**config.mk**
```make
export PLATFORM = sky130hd
export DESIGN_NAME = mac_array_seq_flat
export DESIGN_NICKNAME = d
export VERILOG_FILES = /design/src/rtl/mac_array_seq_pkg.sv /design/src/rtl/mac_array_seq_if.sv /design/src/rtl/mac_array_seq_counter.sv /design/src/rtl/mac_array_seq.sv /design/src/flat_wrapper.sv
export SDC_FILE = /design/constraint.sdc
export NUM_CORES = 1
export LEC_CHECK = 0
export BUFFER_PORTS_ARGS = -buffer_cell sky130_fd_sc_hd__buf_2
export CORE_MARGIN = 5
export CORE_UTILIZATION = 54
export DETAILED_ROUTE_END_ITERATION = 10
export PLACE_DENSITY = 0.86
export SLEW_MARGIN = 15
export SYNTH_ARGS = -nofsm -noshare
export SYNTH_HDL_FRONTEND = slang
export SYNTH_HIERARCHICAL = 1
export SYNTH_SLANG_ARGS = --single-unit
export TNS_END_PERCENT = 5
```
**constraint.sdc**
```tcl
create_clock -name clk -period 2.4 [get_ports clk]
set_input_delay 0.24 -clock clk [delete_from_list [all_inputs] [get_ports clk]]
set_output_delay 0.24 -clock clk [all_outputs]
set_load 0.01 [all_outputs]
```
**src/rtl/mac_array_seq_pkg.sv**
```systemverilog
// mac_array_seq_pkg: shared definitions for the MAC array sequencer.
//   - state_t    : sequencer FSM states
//   - INST_*     : array instruction encodings driven on inst_w
//   - inst_of()  : state -> instruction mapping (before the alignment register)
package mac_array_seq_pkg;

  typedef enum logic [2:0] {
    ST_IDLE  = 3'd0,
    ST_LOAD  = 3'd1,
    ST_GAP   = 3'd2,
    ST_EXEC  = 3'd3,
    ST_DRAIN = 3'd4,
    ST_DONE  = 3'd5
  } state_t;

  localparam logic [1:0] INST_IDLE = 2'b00;
  localparam logic [1:0] INST_LOAD = 2'b01;
  localparam logic [1:0] INST_EXEC = 2'b10;

  // Instruction the array should see for the SRAM data read in a given state.
  function automatic logic [1:0] inst_of(input state_t st);
    logic [1:0] inst;
    case (st)
      ST_LOAD: inst = INST_LOAD;
      ST_EXEC: inst = INST_EXEC;
      default: inst = INST_IDLE;
    endcase
    return inst;
  endfunction

endpackage

```
**src/rtl/mac_array_seq_if.sv**
```systemverilog
// mac_array_seq_if: request/SRAM/array-edge signals of the sequencer.
//   master : pass requester (drives start, num_vec, w_base, a_base)
//   slave  : the sequencer (drives busy, done, rd_en, rd_addr, inst_w, ofifo_wr)
interface mac_array_seq_if #(
  parameter int len_bw  = 8,
  parameter int addr_bw = 11
) ();

  logic               start;
  logic [len_bw-1:0]  num_vec;
  logic [addr_bw-1:0] w_base;
  logic [addr_bw-1:0] a_base;
  logic               busy;
  logic               done;
  logic               rd_en;
  logic [addr_bw-1:0] rd_addr;
  logic [1:0]         inst_w;
  logic               ofifo_wr;

  modport master (
    output start, num_vec, w_base, a_base,
    input  busy, done, rd_en, rd_addr, inst_w, ofifo_wr
  );

  modport slave (
    input  start, num_vec, w_base, a_base,
    output busy, done, rd_en, rd_addr, inst_w, ofifo_wr
  );

endinterface

```
**src/rtl/mac_array_seq_counter.sv**
```systemverilog
// seq_counter: loadable down-counter with zero flag.
//   clk, reset (async active-low), load/load_val (load has priority),
//   dec (decrement, saturates at zero), count, zero (count == 0).
module seq_counter #(
  parameter int width = 8
) (
  input  logic             clk,
  input  logic             reset,
  input  logic             load,
  input  logic [width-1:0] load_val,
  input  logic             dec,
  output logic [width-1:0] count,
  output logic             zero
);

  logic [width-1:0] count_r;

  // Count register: load, else decrement while non-zero, else hold.
  always_ff @(posedge clk or negedge reset) begin
    if (!reset) begin
      count_r <= {width{1'b0}};
    end else if (load) begin
      count_r <= load_val;
    end else if (dec && (count_r != {width{1'b0}})) begin
      count_r <= count_r - {{(width-1){1'b0}}, 1'b1};
    end else begin
      count_r <= count_r;
    end
  end

  assign count = count_r;
  assign zero  = (count_r == {width{1'b0}});

endmodule

```
**src/rtl/mac_array_seq.sv**
```systemverilog
// mac_array_seq: sequencer for one pass of the systolic MAC array.
//   Loads `row` kernel rows, streams `num_vec` activation vectors and marks
//   the cycles in which finished partial sums reach the capture point.
// Ports:
//   clk    : rising-edge clock
//   reset  : asynchronous active-low reset (all outputs forced to 0)
//   bus    : mac_array_seq_if.slave
//            in : start, num_vec, w_base, a_base
//            out: busy, done, rd_en, rd_addr, inst_w, ofifo_wr
module mac_array_seq
  import mac_array_seq_pkg::*;
#(
  parameter int row      = 8,
  parameter int col      = 8,
  parameter int psum_lat = row + col - 1,
  parameter int len_bw   = 8,
  parameter int addr_bw  = 11
) (
  input  logic          clk,
  input  logic          reset,
  mac_array_seq_if.slave bus
);

  localparam int ROW_W = $clog2(row + 1);
  localparam int PH_W  = (len_bw > ROW_W) ? len_bw : ROW_W;
  localparam int DLY_W = $clog2(psum_lat + 1);

  state_t             state_r;
  logic               busy_r;
  logic               done_r;
  logic               rd_en_r;
  logic [addr_bw-1:0] rd_addr_r;
  logic [1:0]         inst_r;
  logic               ofifo_r;
  logic [len_bw-1:0]  num_vec_r;
  logic [addr_bw-1:0] a_base_r;

  logic               ph_load_s;
  logic [PH_W-1:0]    ph_val_s;
  logic               ph_dec_s;
  logic [PH_W-1:0]    ph_count_s;
  logic               ph_zero_s;
  logic               ph_last_s;

  logic               dly_load_s;
  logic               dly_dec_s;
  logic [DLY_W-1:0]   dly_count_s;
  logic               dly_zero_s;
  logic               fire_s;

  logic               len_load_s;
  logic               len_dec_s;
  logic [len_bw-1:0]  len_count_s;
  logic               len_zero_s;
  logic               cap_last_s;

  // Phase counter: LOAD length, then EXEC length.
  seq_counter #(.width(PH_W)) u_phase (
    .clk      (clk),
    .reset    (reset),
    .load     (ph_load_s),
    .load_val (ph_val_s),
    .dec      (ph_dec_s),
    .count    (ph_count_s),
    .zero     (ph_zero_s)
  );

  // Capture delay: psum_lat cycles from the first execute instruction.
  seq_counter #(.width(DLY_W)) u_delay (
    .clk      (clk),
    .reset    (reset),
    .load     (dly_load_s),
    .load_val (DLY_W'(psum_lat)),
    .dec      (dly_dec_s),
    .count    (dly_count_s),
    .zero     (dly_zero_s)
  );

  // Capture length: num_vec strobe cycles.
  seq_counter #(.width(len_bw)) u_length (
    .clk      (clk),
    .reset    (reset),
    .load     (len_load_s),
    .load_val (num_vec_r),
    .dec      (len_dec_s),
    .count    (len_count_s),
    .zero     (len_zero_s)
  );

  // A zero count also ends a phase, so a corrupted counter cannot stall the pass.
  assign ph_last_s  = (ph_count_s == PH_W'(1)) || ph_zero_s;
  // Delay reaching 1 means the next cycle is the first capture cycle.
  assign fire_s     = (dly_count_s == DLY_W'(1));
  assign cap_last_s = ofifo_r && ((len_count_s == len_bw'(1)) || len_zero_s);

  // Counter controls derived from the current state.
  always_comb begin
    ph_load_s  = 1'b0;
    ph_val_s   = {PH_W{1'b0}};
    ph_dec_s   = 1'b0;
    case (state_r)
      ST_IDLE: begin
        if (bus.start) begin
          ph_load_s = 1'b1;
          ph_val_s  = PH_W'(row);
        end else begin
          ph_load_s = 1'b0;
        end
      end
      ST_LOAD: ph_dec_s = 1'b1;
      ST_GAP: begin
        if (num_vec_r != {len_bw{1'b0}}) begin
          ph_load_s = 1'b1;
          ph_val_s  = PH_W'(num_vec_r);
        end else begin
          ph_load_s = 1'b0;
        end
      end
      ST_EXEC: ph_dec_s = 1'b1;
      default: ph_dec_s = 1'b0;
    endcase
  end

  // The first EXEC state cycle is the one where the execute instruction is
  // registered onto inst_w, so the delay holds psum_lat during that cycle.
  assign dly_load_s = (state_r == ST_EXEC) && (inst_r == INST_IDLE);
  assign dly_dec_s  = !dly_zero_s;
  assign len_load_s = fire_s;
  assign len_dec_s  = ofifo_r;

  // Sequencer FSM with registered outputs.
  always_ff @(posedge clk or negedge reset) begin
    if (!reset) begin
      state_r   <= ST_IDLE;
      busy_r    <= 1'b0;
      done_r    <= 1'b0;
      rd_en_r   <= 1'b0;
      rd_addr_r <= {addr_bw{1'b0}};
      inst_r    <= INST_IDLE;
      ofifo_r   <= 1'b0;
      num_vec_r <= {len_bw{1'b0}};
      a_base_r  <= {addr_bw{1'b0}};
    end else begin
      // One register stage aligns the instruction with SRAM read data.
      inst_r  <= inst_of(state_r);
      ofifo_r <= fire_s || (ofifo_r && !cap_last_s);
      done_r  <= 1'b0;
      case (state_r)
        ST_IDLE: begin
          if (bus.start) begin
            num_vec_r <= bus.num_vec;
            a_base_r  <= bus.a_base;
            busy_r    <= 1'b1;
            rd_en_r   <= 1'b1;
            rd_addr_r <= bus.w_base;
            state_r   <= ST_LOAD;
          end else begin
            state_r   <= ST_IDLE;
          end
        end
        ST_LOAD: begin
          if (ph_last_s) begin
            rd_en_r   <= 1'b0;
            rd_addr_r <= {addr_bw{1'b0}};
            state_r   <= ST_GAP;
          end else begin
            rd_addr_r <= rd_addr_r + addr_bw'(1);
          end
        end
        ST_GAP: begin
          if (num_vec_r != {len_bw{1'b0}}) begin
            rd_en_r   <= 1'b1;
            rd_addr_r <= a_base_r;
            state_r   <= ST_EXEC;
          end else begin
            busy_r    <= 1'b0;
            done_r    <= 1'b1;
            state_r   <= ST_DONE;
          end
        end
        ST_EXEC: begin
          if (ph_last_s) begin
            rd_en_r   <= 1'b0;
            rd_addr_r <= {addr_bw{1'b0}};
            state_r   <= ST_DRAIN;
          end else begin
            rd_addr_r <= rd_addr_r + addr_bw'(1);
          end
        end
        ST_DRAIN: begin
          if (cap_last_s) begin
            busy_r  <= 1'b0;
            done_r  <= 1'b1;
            state_r <= ST_DONE;
          end else begin
            state_r <= ST_DRAIN;
          end
        end
        ST_DONE: begin
          state_r <= ST_IDLE;
        end
        default: begin
          busy_r    <= 1'b0;
          rd_en_r   <= 1'b0;
          rd_addr_r <= {addr_bw{1'b0}};
          state_r   <= ST_IDLE;
        end
      endcase
    end
  end

  assign bus.busy     = busy_r;
  assign bus.done     = done_r;
  assign bus.rd_en    = rd_en_r;
  assign bus.rd_addr  = rd_addr_r;
  assign bus.inst_w   = inst_r;
  assign bus.ofifo_wr = ofifo_r;

endmodule
```
**src/flat_wrapper.sv**
```systemverilog
// flat-port wrapper written by rule: the top's interface ports become plain ports
module mac_array_seq_flat import mac_array_seq_pkg::*;
#(
  parameter int row      = 8,
  parameter int col      = 8,
  parameter int psum_lat = row + col - 1,
  parameter int len_bw   = 8,
  parameter int addr_bw  = 11
)
  (clk, reset, bus_start, bus_num_vec, bus_w_base, bus_a_base, bus_busy, bus_done, bus_rd_en, bus_rd_addr, bus_inst_w, bus_ofifo_wr);
  mac_array_seq_if #(.len_bw(len_bw), .addr_bw(addr_bw)) bus_i ();
  input  logic clk;
  input  logic reset;
  input wire logic [$bits(bus_i.start)-1:0] bus_start;
  input wire logic [$bits(bus_i.num_vec)-1:0] bus_num_vec;
  input wire logic [$bits(bus_i.w_base)-1:0] bus_w_base;
  input wire logic [$bits(bus_i.a_base)-1:0] bus_a_base;
  output wire logic [$bits(bus_i.busy)-1:0] bus_busy;
  output wire logic [$bits(bus_i.done)-1:0] bus_done;
  output wire logic [$bits(bus_i.rd_en)-1:0] bus_rd_en;
  output wire logic [$bits(bus_i.rd_addr)-1:0] bus_rd_addr;
  output wire logic [$bits(bus_i.inst_w)-1:0] bus_inst_w;
  output wire logic [$bits(bus_i.ofifo_wr)-1:0] bus_ofifo_wr;
  assign bus_i.start = bus_start;
  assign bus_i.num_vec = bus_num_vec;
  assign bus_i.w_base = bus_w_base;
  assign bus_i.a_base = bus_a_base;
  assign bus_busy = bus_i.busy;
  assign bus_done = bus_i.done;
  assign bus_rd_en = bus_i.rd_en;
  assign bus_rd_addr = bus_i.rd_addr;
  assign bus_inst_w = bus_i.inst_w;
  assign bus_ofifo_wr = bus_i.ofifo_wr;
  mac_array_seq #(.row(row), .col(col), .psum_lat(psum_lat), .len_bw(len_bw), .addr_bw(addr_bw)) u_core (.clk(clk), .reset(reset), .bus(bus_i));
endmodule
```
==> metrics.txt <==
PD cells 505 mW/mm^2; Die ar. 0.00806 sq mm; Worst Path Arrival 2.50 ns; vias per cell 6.27; CP max-delay cell or3b_2; vias in the first global route 3226; Peak VDD IR 0.000337 V; CTS Root Cell clkbuf_8; CP Launch Type register; CP Max Fanout 5; Pre-Repair DR Iteration Count 5; clk_skew 0.0157 ns; Max Cap Viol 0; global-route wire length before repair 14700 microns; Max Freq 441 MHz; RSZ-0062 raised after global routing no; Pleak 1.88 nW; clk buf depth 2; total gr overflow 0; Placed Cells 477; Residual DRC 0; total number of vias 3096; Seq cells post-synth 59; status complete, no violations; Hold Path Class input port to register; Port Buffers 49; Slew Limit Fails 0; clock slew at reported path FFs 0.07 ns; Initial DRC Count 219; PnR Total Power 2.08 mW; YS warnings 6; share of flip-flops with an asynchronous set or reset 1.00; largest net degree at the start of global routing 34; DR WL/cell 17.3 microns; HPWL Detailed 6280 microns; share of cells above drive strength 1 0.297; worst skew pair latency 0.34 ns; family with the most delay on the worst path compound AO/OA/AOI/OAI gates; Required @ worst endpoint 2.63 ns; Post-Syn Area 0.00344 sq mm; Fillers 483; # rows 29; CP Cell Sequence inv_1, ha_1, or3b_2, nor2_1, a21oi_1, o311a_1, a311o_1; Finished Core Util 0.655; total track usage 0.221; chip height 89.8 microns; Core Region 0.00628 sq mm; Finish-stage setup viols 0; WL final 8550 microns; setup_tns 0 ns; crit share post-route 0.944; Cell variety after synth 61; initial antenna violation count 0; Slew @ Worst Pin 0.775 ns; Worst Path Buf+Inv 1; post-synthesis sequential area ratio 0.429; io pins 50; mean post-synth cell area 10.0 sq um; Post-synth EDFFs 0; Inserted Diodes 0; Rel. slew slack 0.479; total CTS buffers 9; CP Class register to register; Initial Util 0.548; remaining antenna violation count after routing 0; Top FF cell, synth dfrtp_1; Area Growth Syn to Fin 19.6%; CTS sink cnt 59; Post-CTS Setup Inserts 0; largest stage delay on the critical path 0.48 ns; CTS tree built; layout net count 451; die width 89.8 microns; hold violation total from the final report 0; post-synthesis cell count 344; H-tree levels 3; final RePlAce weighted congestion 0.889; Layout Cells excl Fill 494; Worst Setup End Kind register; min Tclk post-route 2.27 ns
[report_power, final]
part           internal (mW)  switching, mW  leakage [nW]  total (mW)
Clock                  0.591          0.433         0.110        1.02
Combinational         0.0271         0.0322          1.00      0.0593
Sequential             0.994              0         0.769       0.994
[placed cells by master, fill, tap and decap left out, types with 3 or more instances in the layout]
cell type  instances
nor3_1            11
nor3b_1            8
or3_1              4
nor4_1             8
clkbuf_8           9
nand3_1           10
inv_1             18
a31oi_1            7
mux2i_1            9
a221o_1            5
or3b_1             3
nand4_1            6
o22ai_2            4
ha_1               6
nor2_1            17
o32a_1             4
o221ai_1           4
o21ai_0           15
and2_1             8
a211o_1            3
o311a_1            3
a21oi_1           18
buf_4             20
or4_1              8
conb_1             4
nand2_1           18
buf_2             49
a21o_1             3
dfrtp_1           59
mux2_2            21
[worst paths after layout]
check	startpoint	to	slack, ns	cells past startpoint
max	u_core/u_length/count[0]$_DFFE_PN0P_	u_core/bus.busy$_DFFE_PN0P_	0.13	7
min	bus_num_vec[7]	u_core/num_vec_r[7]$_DFFE_PN0P_	0.12	2
max reg2reg	u_core/u_length/count[0]$_DFFE_PN0P_	u_core/bus.busy$_DFFE_PN0P_	0.13	7
min reg2reg	u_core/a_base_r[3]$_DFFE_PN0P_	u_core/a_base_r[3]$_DFFE_PN0P_	0.51	1
max in group asynchronous	reset	u_core/u_delay/count[1]$_DFFE_PN0P_	1.36	3
min in group asynchronous	reset	u_core/a_base_r[10]$_DFFE_PN0P_	0.44	2
[through the flow]
step           hold slack (ns)  worst slack [ns]  cell area [sq um]
2_1_floorplan          -0.0556             0.315               3450
3_5_place_dp             0.288           -0.0614               3870
5_1_grt                  0.114            0.0167               4110
3_3_place_gp             0.282            0.0460               3870
4_1_cts                  0.106             0.134               4110
6_report                 0.123             0.133               4110
[Yosys cell counts, types with 9 or more instances]
library cell,n,area share
a21oi_1,19,0.028
mux2i_1,9,0.026
nor2_1,17,0.019
nand2_1,18,0.020
nor3_1,11,0.016
mux2_2,21,0.069
buf_2,9,0.013
nand3_1,10,0.015
dfrtp_1,59,0.43
o21ai_0,15,0.022
inv_1,18,0.020
[what timing repair did]
action / 4_1_cts / 5_1_grt
gates resized for setup: 1 / 1
endpoints found under the setup margin: 5 / 4
endpoints found under the hold margin: 26 / 0
hold buffers: 1 / 0
[flip-flops by register name, indices dropped and copies added, names as in the netlist]
signal,count
u_core/bus.done,1
u_core/bus.busy,1
u_core/u_phase/count,8
u_core/bus.ofifo_wr,1
u_core/num_vec_r,8
u_core/bus.rd_addr,11
u_core/u_length/count,8
u_core/u_delay/count,4
u_core/a_base_r,11
u_core/state_r,3
u_core/bus.inst_w,2
u_core/bus.rd_en,1
[cell type report]
class,count,area (sq um),area share
multi-input combinational,251,1820,0.442
sequential,59,1480,0.359
timing repair buffer,71,425,0.103
clock buffer,9,124,0.0301
clock inverter,7,98.8,0.0240
tap,77,96.3,0.0234
inverter,20,75.1,0.0183
[cell families (layout without fill, tap and decap cells)]
family | Yosys count | count (layout) | share of synthesized area
and+or+nand+nor | 118 | 118 | 0.202
buffers and inverters | 37 | 107 | 0.0491
xor gates and xnor gates | 2 | 2 | 0.00510
muxes | 30 | 30 | 0.0950
AOI/OAI and AO/OA | 91 | 91 | 0.197
other | 1 | 4 | 0.00109
DFF | 59 | 59 | 0.429
adders and majority gates | 6 | 6 | 0.0218
[metal layers]
layer  global-route usage  vias up  share of wire  routed length [microns]
met3               0.0492       31          0.055                      472
li1                     -     1434              -                        -
met4                0.134        0          0.035                      298
met2                0.357      134           0.50                     4240
met1                0.267     1497           0.41                     3540
met5                    0        -              0                        0
No activity file was read; power rests on OpenSTA's default activity.
